### src/rtl/mat_pkg.sv
// Shared widths, FSM state encoding and the saturating hit-counter helper
// for the feature-point matching sequencer.
package mat_pkg;

  localparam int PIX_W   = 64;
  localparam int DB_W    = 288;
  localparam int COORD_W = 18;
  localparam int CNT_W   = 16;

  typedef enum logic [1:0] {
    IDLE  = 2'd0,
    READ  = 2'd1,
    CHECK = 2'd2,
    DONE  = 2'd3
  } mat_state_t;

  function automatic logic [CNT_W-1:0] satInc(input logic [CNT_W-1:0] value);
    logic [CNT_W-1:0] result;
    if (value == {CNT_W{1'b1}}) begin
      result = value;
    end else begin
      result = value + {{(CNT_W-1){1'b0}}, 1'b1};
    end
    return result;
  endfunction

endpackage

### src/rtl/mat_controller.sv
// Feature-point matching sequencer: walks DB entries through the external
// matching datapath one per cycle, stopping at the first hit.
module mat_controller
  import mat_pkg::*;
#(
  parameter int DB_DEPTH = 16,
  parameter int ADDR_W   = $clog2(DB_DEPTH)
) (
  input  logic                 clk,
  input  logic                 reset,
  input  logic                 fpValid,
  output logic                 fpReady,
  input  logic [PIX_W-1:0]     fpPixel,
  input  logic [COORD_W-1:0]   fpCoord,
  output logic                 dbRdEn,
  output logic [ADDR_W-1:0]    dbAddr,
  input  logic [DB_W-1:0]      dbData,
  output logic [PIX_W-1:0]     matAdj,
  output logic [DB_W-1:0]      matDb,
  input  logic                 matPoint,
  output logic                 resValid,
  input  logic                 resReady,
  output logic                 resHit,
  output logic [ADDR_W-1:0]    resIndex,
  output logic [COORD_W-1:0]   resCoord,
  output logic                 busy,
  output logic [CNT_W-1:0]     matchCount
);

  localparam logic [ADDR_W-1:0] LAST_IDX = ADDR_W'(DB_DEPTH - 1);
  localparam logic [ADDR_W-1:0] ONE_IDX  = {{(ADDR_W-1){1'b0}}, 1'b1};

  mat_state_t        stateR;
  mat_state_t        nextStateS;
  logic [ADDR_W-1:0] idxR;
  logic              lastIdxS;

  assign lastIdxS = (idxR == LAST_IDX);

  // Next-state decode and the state-driven DB/handshake strobes
  always_comb begin
    nextStateS = stateR;
    fpReady    = 1'b0;
    busy       = 1'b1;
    resValid   = 1'b0;
    dbRdEn     = 1'b0;
    dbAddr     = {ADDR_W{1'b0}};
    matDb      = {DB_W{1'b0}};
    case (stateR)
      IDLE: begin
        fpReady = 1'b1;
        busy    = 1'b0;
        if (fpValid) begin
          nextStateS = READ;
        end else begin
          nextStateS = IDLE;
        end
      end
      READ: begin
        dbRdEn     = 1'b1;
        dbAddr     = {ADDR_W{1'b0}};
        nextStateS = CHECK;
      end
      CHECK: begin
        matDb = dbData;
        // The last-entry exit is decided before any increment, so idxR never wraps
        if (matPoint || lastIdxS) begin
          nextStateS = DONE;
        end else begin
          dbRdEn     = 1'b1;
          dbAddr     = idxR + ONE_IDX;
          nextStateS = CHECK;
        end
      end
      DONE: begin
        resValid = 1'b1;
        if (resReady) begin
          nextStateS = IDLE;
        end else begin
          nextStateS = DONE;
        end
      end
      default: begin
        nextStateS = IDLE;
      end
    endcase
  end

  // State, index counter, captured point and result registers
  always_ff @(posedge clk) begin
    if (reset) begin
      stateR     <= IDLE;
      idxR       <= {ADDR_W{1'b0}};
      matAdj     <= {PIX_W{1'b0}};
      resCoord   <= {COORD_W{1'b0}};
      resHit     <= 1'b0;
      resIndex   <= {ADDR_W{1'b0}};
      matchCount <= {CNT_W{1'b0}};
    end else begin
      stateR <= nextStateS;
      case (stateR)
        IDLE: begin
          if (fpValid) begin
            matAdj   <= fpPixel;
            resCoord <= fpCoord;
          end
        end
        READ: begin
          idxR <= {ADDR_W{1'b0}};
        end
        CHECK: begin
          if (matPoint) begin
            resHit     <= 1'b1;
            resIndex   <= idxR;
            matchCount <= satInc(matchCount);
          end else if (lastIdxS) begin
            resHit   <= 1'b0;
            resIndex <= {ADDR_W{1'b0}};
          end else begin
            idxR <= idxR + ONE_IDX;
          end
        end
        default: begin
          idxR <= idxR;
        end
      endcase
    end
  end

endmodule

### config.mk
export PLATFORM = sky130hd
export DESIGN_NAME = mat_controller
export DESIGN_NICKNAME = d
export VERILOG_FILES = /design/src/rtl/mat_pkg.sv /design/src/rtl/mat_controller.sv
export SDC_FILE = /design/constraint.sdc
export NUM_CORES = 1
export LEC_CHECK = 0
export ABC_AREA = 1
export CAP_MARGIN = 10
export CORE_AREA = 4 4 300 302
export DETAILED_ROUTE_END_ITERATION = 8
export DIE_AREA = 0 0 304 306
export PLACE_DENSITY = 0.4
export SLEW_MARGIN = 20
export SYNTH_ARGS = -nofsm -noshare
export SYNTH_HDL_FRONTEND = slang
export SYNTH_SLANG_ARGS = --single-unit
### constraint.sdc
create_clock -name clk -period 2.3 [get_ports clk]
set_clock_uncertainty 0.05 [all_clocks]
set_input_delay 0.46 -clock clk [delete_from_list [all_inputs] [get_ports clk]]
set_output_delay 0.46 -clock clk [all_outputs]
set_load 0.05 [all_outputs]
==> results of run 1 <==
[worst max-delay path: stages (launching register included)]
cell,delay (ns)
dfxtp_2,0.35
inv_2,0.05
ha_4,0.17
buf_12,0.14
buf_12,0.13
buf_16,0.15
clkbuf_16,0.18
nand2_2,0.08
inv_2,0.05
buf_12,0.14
[per-layer routing]
layer | track usage, % | wire (µm)
met5 | 0 | 92
met4 | 2.15 | 391
met3 | 5.39 | 6240
met2 | 19.7 | 28900
met1 | 15.0 | 25500
[power groups by stage]
stage | combinational (mW) | sequential (mW) | clock [mW]
after detailed placement | 4.55 | 2.16 | 0
after CTS | 4.81 | 2.12 | 1.90
after global routing | 5.34 | 2.14 | 1.91
after global placement | 4.56 | 2.16 | 0
after floorplan | 1.47 | 2.67 | 0
final | 5.10 | 2.12 | 1.75
[final timing paths]
kind / to / from
max reg2reg: stateR[0] / stateR[0]
min: resIndex[1] / resIndex[1]
min reg2reg: resIndex[1] / resIndex[1]
max: matDb[141] / stateR[0]
[layout make-up]
class / instances / area share [%]
Antenna cell: 6 / 0.0701
Clock buffer: 10 / 1.12
Sequential cell: 109 / 10.2
Inverter: 313 / 6.17
Clock inverter: 6 / 0.380
Timing Repair Buffer: 861 / 56.6
Tap cell: 1165 / 6.81
Multi-Input combinational cell: 700 / 18.6
[cells by family (layout without fill, tap and decap cells)]
family | after synthesis | after routing
xor gates and xnor gates | 8 | 8
adders and majority gates | 7 | 7
buffers and inverters | 375 | 1190
AOI/OAI and AO/OA | 114 | 114
and+or+nand+nor | 571 | 571
DFF | 109 | 109
other | 0 | 6
[registers in the layout (all words and copies together) (netlist names)]
signal      cells
resCoord       18
resIndex        4
matchCount     16
resHit          1
idxR            4
stateR          2
matAdj         64
[what timing repair did]
item                       CTS  global route
cloned                       9            14
hold buffers                 0             0
gates resized for setup    238           359
setup endpoints to repair  245           260
buffers inserted            12             2
pin swaps                    4             3
[stage by stage]
| stage | hold WS [ns] | util [%] | TNS (ns) | setup slack, ns | instances |
|---|---|---|---|---|---|
| floorplan | 0.417 | - | 0 | 0.140 | 1184 |
| CTS | 0.421 | 22.9 | -18.56 | -0.136 | 3148 |
| global route | 0.442 | 24.4 | -25.33 | -0.160 | 3168 |
| global placement | 0.408 | 21.8 | -0.842 | -0.246 | 3111 |
| detailed placement | 0.409 | 21.8 | -0.723 | -0.212 | 3111 |
| finish | 0.416 | 24.4 | -3.65 | -0.0579 | 3170 |
[cell usage in the layout, fill, tap and decap left out, types with 2 or more instances in the layout]
cell / Yosys / routed
nand2_4: 1 / 98
diode_2: 0 / 6
buf_6: 1 / 5
buf_12: 0 / 308
nand3_1: 12 / 11
inv_1: 311 / 93
o21ai_0: 82 / 82
nor2_2: 2 / 2
a21oi_1: 16 / 16
clkbuf_16: 0 / 22
o21ai_1: 3 / 3
nor2_1: 185 / 184
or2_4: 0 / 2
nand2_8: 0 / 4
clkinvlp_4: 0 / 2
nand2_1: 359 / 188
xor2_1: 6 / 6
nand2_2: 1 / 71
nor2_4: 3 / 4
dfxtp_1: 109 / 106
inv_4: 0 / 58
buf_8: 0 / 4
inv_2: 2 / 161
xnor2_1: 2 / 2
buf_4: 1 / 41
dfxtp_2: 0 / 2
a21oi_2: 10 / 10
ha_1: 7 / 5
clkdlybuf4s50_1: 0 / 472
nand4_1: 4 / 4
buf_16: 0 / 14
bufbuf_16: 0 / 2
==> key figures, run 1 <==
Synth
  – Largest cells by area after synthesis: dfxtp_1, nand2_1, inv_1, nor2_1, o21ai_0
  – Share of the synthesized area in the top cell type: 33.0%
  – Cells after Synth: 1184
  – Count of cell types in the netlist: 29
  – Dominant cell type by area after synthesis: dfxtp_1
  – Share of synthesized registers carrying an async set or reset: 0%
  – Yosys reg bits: 109
  – Post-synthesis mux area share: 0%
  – Synth warn: 0
  – Top_reg_cell synth: dfxtp_1
  – Top cells by count, synth: nand2_1, inv_1, nor2_1
  – Post-synthesis cell area: 6620 µm²
  – Syn avg cell area: 5.59 µm²
  – Compound-Gate Fraction of Synth Area: 9.30%
  – Simple logic cell fraction of the synthesized area: 33.5%
  – Post-Synthesis Net Count: 1566
  – Most frequent cell after synthesis: nand2_1
  – Synth Area in Adders: 1.32%
  – Combinational family with the most area after synthesis: simple AND/OR/NAND/NOR gates
  – Register area share after synthesis: 33.0%
  – XOR/XNOR Fraction of Synth Area: 1.06%
  – Post-synth EDFFs: 0

Power and ir drop
  – Sw frac: 41.4%
  – Tot Pwr: 8.97 mW
  – Power share of the sequential group: 23.6%
  – Combinational share of power: 56.9%
  – Net Sw Power: 3.71 mW
  – Lkg Pwr: 10.2 nW
  – VDD IR max: 0.000292 V
  – Int Pwr: 5.25 mW
  – Clock network fraction of total power: 19.5%
  – Power density over the cells: 419 nW/µm²

Floorplanning
  – Site row count: 109
  – Die area: 93000 µm²
  – Die Wd: 304 µm
  – IO Pins: 774
  – Die height: 306 µm
  – Core area: 87700 µm²
  – Initial Util: 7.55%

Global routing
  – Vias in the first global route: 9586
  – GRT Overall Usage: 12.1%
  – First-pass GRT wire length: 79.4 mm
  – Initial antenna violation count: 21
  – Largest net degree at the start of global routing: 50
  – GRT overflow: 0

Placed design
  – Post-detail-place hpwl: 51.7 mm
  – Port bufs: 773
  – Placed cell area: 19100 µm²
  – RePlAce Congestion: 0.819

STA
  – Max Slew Vio Count: 0
  – Period utilization: 103%
  – Final hold vios: 0
  – Final setup viols: 150
  – Relative slew slack: 59.4%
  – Min Tclk post-route: 2.36 ns
  – Fmax achieved: 0.424 GHz
  – Slew @ Worst Pin: 0.607 ns
  – RSZ-0062 raised after global routing: yes
  – Fin worst setup slack: -0.0579 ns

Drt
  – Final ANT Viol Nets: 0
  – # DRC: 0
  – Wire per inst: 19.3 µm
  – WL final: 61.2 mm
  – Vias per cell: 3.08
  – Drt pass-1 iters: 4
  – Routed via count: 9758
  – First DRT Iteration DRCs: 515

Critical path
  – Reg2reg path depth: 12
  – CP startpoint kind: register
  – Worst EP arrival: 1.85 ns
  – FF-to-FF setup slack: 0.23 ns
  – CP Class: reg2out
  – CP Max Fanout: 12
  – WP data required: 1.79 ns
  – Crit end category: output pin

CTS
  – CTS Buf Count: 9
  – Max H-tree Level: 3
  – Clock latency on the worst-skew pair: 0.37 ns
  – CTS tree: built
  – Root Buffer: clkbuf_16
  – Clock transition at path regs: 0.08 ns
  – CTS Sinks: 109
  – Max Buffers Root-to-Sink: 2

Finish
  – Footprint of the multi-input gates: 3990 µm²
  – Fin area: 21400 µm²
  – Nets@finish: 2376
  – Reg area: 2190 µm²
  – Layout cell share with drive strength beyond 1: 41.1%
  – Filler instances: 9569
  – Area Overhead vs Synth: 223%

Run status
  – Run status: finished with violations
  – Failing checks: negative setup slack

Worst hold path
  – Hold-critical path depth: 2
  – Hold crit path type: reg2reg

Job
  – MaxCap Viol Count: 0
Power figures use the tool's default switching activity.
==> run 2, diff against run 1 <==
--- a/config.mk
+++ b/config.mk
@@ -6,7 +6,7 @@
 export NUM_CORES = 1
 export LEC_CHECK = 0
 export ABC_AREA = 1
-export CAP_MARGIN = 10
+export CAP_MARGIN = 15
 export CORE_AREA = 4 4 300 302
 export DETAILED_ROUTE_END_ITERATION = 8
 export DIE_AREA = 0 0 304 306
==> constraint.sdc (replaced) <==
create_clock -name clk -period 2.6 [get_ports clk]
set_clock_uncertainty 0.05 [all_clocks]
set_input_delay 0.52 -clock clk [delete_from_list [all_inputs] [get_ports clk]]
set_output_delay 0.52 -clock clk [all_outputs]
set_load 0.05 [all_outputs]
==> run 2 against run 1 <==
Against the previous run:
- the flow now finishes without violations
- setup slack better by 0.20 ns
- utilization down 2.5 points
- routed wire length down 5.1%
- cell area down 10%
- sequential power down 12%
- combinational power down 23%
- first-iteration DRC count down 8.3%
- critical path depth down 1
- final cell count down 1.7%
- via count down 3.6%
- largest power group unchanged
==> key figures, run 2 (synthesis gave the netlist of run 1 again) <==
Finish
  – Most frequent cells in the layout: clkdlybuf4s50_1, nand2_1, inv_1
  – Footprint of the multi-input gates: 3020 µm²
  – Layout cell share with drive strength beyond 1: 19.6%
  – Nets@finish: 2323
  – Filler instances: 9739
  – Largest regs: matAdj: 64 flops, resCoord: 18 flops, matchCount: 16 flops
  – Reg area: 2180 µm²
  – Max reg flops: 64
  – Most common cell after layout, fill and taps aside: clkdlybuf4s50_1
  – Area Overhead vs Synth: 190%
  – Fin util: 21.9%
  – Largest reg by FF count: matAdj

Global routing
  – Largest net degree at the start of global routing: 80
  – GRT overflow: 0
  – Initial antenna violation count: 21
  – Vias in the first global route: 9472
  – First-pass GRT wire length: 77.7 mm
  – GRT Overall Usage: 11.9%

Drt
  – WL final: 58.1 mm
  – Drt pass-1 iters: 5
  – Routed via count: 9409
  – Final ANT Viol Nets: 0
  – # DRC: 0
  – First DRT Iteration DRCs: 472
  – Wire per inst: 18.6 µm
  – Vias per cell: 3.02

Critical path
  – WP data required: 2.03 ns
  – Reg-to-reg startpoint: stateR[0]
  – Critical path origin: stateR[0]
  – Reg-to-reg endpoint: matchCount[8]
  – CP Class: reg2out
  – Worst EP arrival: 1.89 ns
  – FF-to-FF setup slack: 0.48 ns
  – Crit end category: output pin
  – CP Max Fanout: 5
  – CP max stage cell: dfxtp_1
  – CP startpoint kind: register
  – CP Capture Point: dbAddr[3]
  – Reg2reg path depth: 9
  – Cells traversed along the worst timing path: inv_2 > ha_4 > clkinvlp_4 > nor2_4 > inv_1 > or2_1 > inv_2 > buf_12
  – Peak per-stage delay on the critical path: 0.35 ns
  – CP dominant cell by count: inv_2

Floorplanning
  – Core area: 87700 µm²
  – Die Wd: 304 µm
  – Die area: 93000 µm²
  – Site row count: 109
  – IO Pins: 774
  – Initial Util: 7.55%
  – Die height: 306 µm

CTS
  – Max H-tree Level: 3
  – Max Buffers Root-to-Sink: 2
  – Hold buffer count at CTS: 0
  – CTS Sinks: 109
  – CTS tree: built
  – Clock transition at path regs: 0.07 ns
  – CTS Buf Count: 9
  – Root Buffer: clkbuf_16
  – Clock latency on the worst-skew pair: 0.39 ns

Power and ir drop
  – VDD IR max: 0.000275 V
  – Lkg Pwr: 9.34 nW
  – Power share of the sequential group: 25.8%
  – Net Sw Power: 3.04 mW
  – Combinational share of power: 54.2%
  – Power density over the cells: 377 nW/µm²
  – Clock network fraction of total power: 20.0%
  – Int Pwr: 4.21 mW
  – Tot Pwr: 7.25 mW
  – Sw frac: 41.9%

STA
  – Final hold vios: 0
  – Fmax achieved: 0.406 GHz
  – Min Tclk post-route: 2.46 ns
  – Relative slew slack: 59.6%
  – RSZ-0062 raised after global routing: yes
  – Final setup viols: 0
  – Max Slew Vio Count: 0
  – Hold WS: 0.418 ns
  – Fin worst setup slack: 0.138 ns
  – Period utilization: 94.7%
  – Setup_tns: 0 ns
  – Slew @ Worst Pin: 0.604 ns

Job
  – MaxCap Viol Count: 0

Placed design
  – Port bufs: 773
  – Pre-CTS setup slack: -0.0854 ns
  – RePlAce Congestion: 0.770
  – Post-detail-place hpwl: 51.2 mm

Run status
  – Run status: completed

Worst hold path
  – Hold crit path type: reg2reg
## run 2: cell types whose count changed in the layout (fill, tap and decap cells not counted), moves of 5 or more
cell       change
nand2_1      +167
buf_4         -12
nand2_2       -66
nand2_4       -97
buf_16        -13
inv_2        -156
inv_1        +213
clkbuf_16     -13
buf_12         -7
inv_4         -58
buf_6          -5
## run 2: layout make-up
cell class / count / share of cell area [%]
multi-input cells: 700 / 15.7
repair buffers: 808 / 57.6
flip-flops and latches: 109 / 11.4
clock buffers: 9 / 1.17
clock inverters: 7 / 0.390
well taps: 1165 / 7.58
diodes: 4 / 0.0521
inverters: 313 / 6.14
## run 2: worst min path at each step
stage,startpoint,endpoint,slack [ns],cells after the start
global route,resIndex[2],resIndex[2],0.45,2
detailed placement,resIndex[2],resIndex[2],0.41,2
floorplan,stateR[1],stateR[1],0.42,1
finish,resIndex[2],resIndex[2],0.42,2
CTS,resIndex[2],resIndex[2],0.42,2
global placement,resIndex[1],resIndex[1],0.41,2
## run 2: metrics by stage
step / cells / cell area (µm²)
after floorplan: 1184 / 6620
after global placement: 3091 / 18800
after detailed placement: 3091 / 18800
after CTS: 3110 / 19200
after global routing: 3113 / 19200
final: 3115 / 19200
## run 2: repair_timing
action	CTS	global route
endpoints found under the hold margin	0	0
pin swaps	0	0
setup buffers	2	1
gates cloned	1	0
resized for setup	12	9
setup endpoints to repair	105	27
## run 2: power by group through the flow
stage | Sequential, mW | Combinational [mW] | Clock, mW
floorplan | 2.36 | 1.30 | 0
detailed placement | 1.91 | 3.94 | 0
global route | 1.89 | 4.13 | 1.60
CTS | 1.87 | 3.99 | 1.55
global placement | 1.91 | 3.95 | 0
finish | 1.87 | 3.93 | 1.45
## run 2: routing by layer
layer | track usage, % | wire, µm | vias to the layer above
met5 | 0 | 112 | -
met4 | 2.37 | 745 | 18
met3 | 4.98 | 5300 | 46
met2 | 19.0 | 26600 | 424
met1 | 15.1 | 25300 | 4057
li1 | - | - | 4864
## run 2: worst max-delay path: cells and delay by family, from the launching register on
kind          cells  cell delay [ns]
fa+ha+maj         1             0.22
simple gates      2             0.39
buf+inv           5             0.54
flops             1             0.35
==> run 3, diff against run 2 <==
--- a/config.mk
+++ b/config.mk
@@ -11,7 +11,6 @@
 export DETAILED_ROUTE_END_ITERATION = 8
 export DIE_AREA = 0 0 304 306
 export PLACE_DENSITY = 0.4
-export SLEW_MARGIN = 20
 export SYNTH_ARGS = -nofsm -noshare
 export SYNTH_HDL_FRONTEND = slang
 export SYNTH_SLANG_ARGS = --single-unit
==> results of run 3 <==
No change in the layout: final DEF, timing and power equal those of run 2.
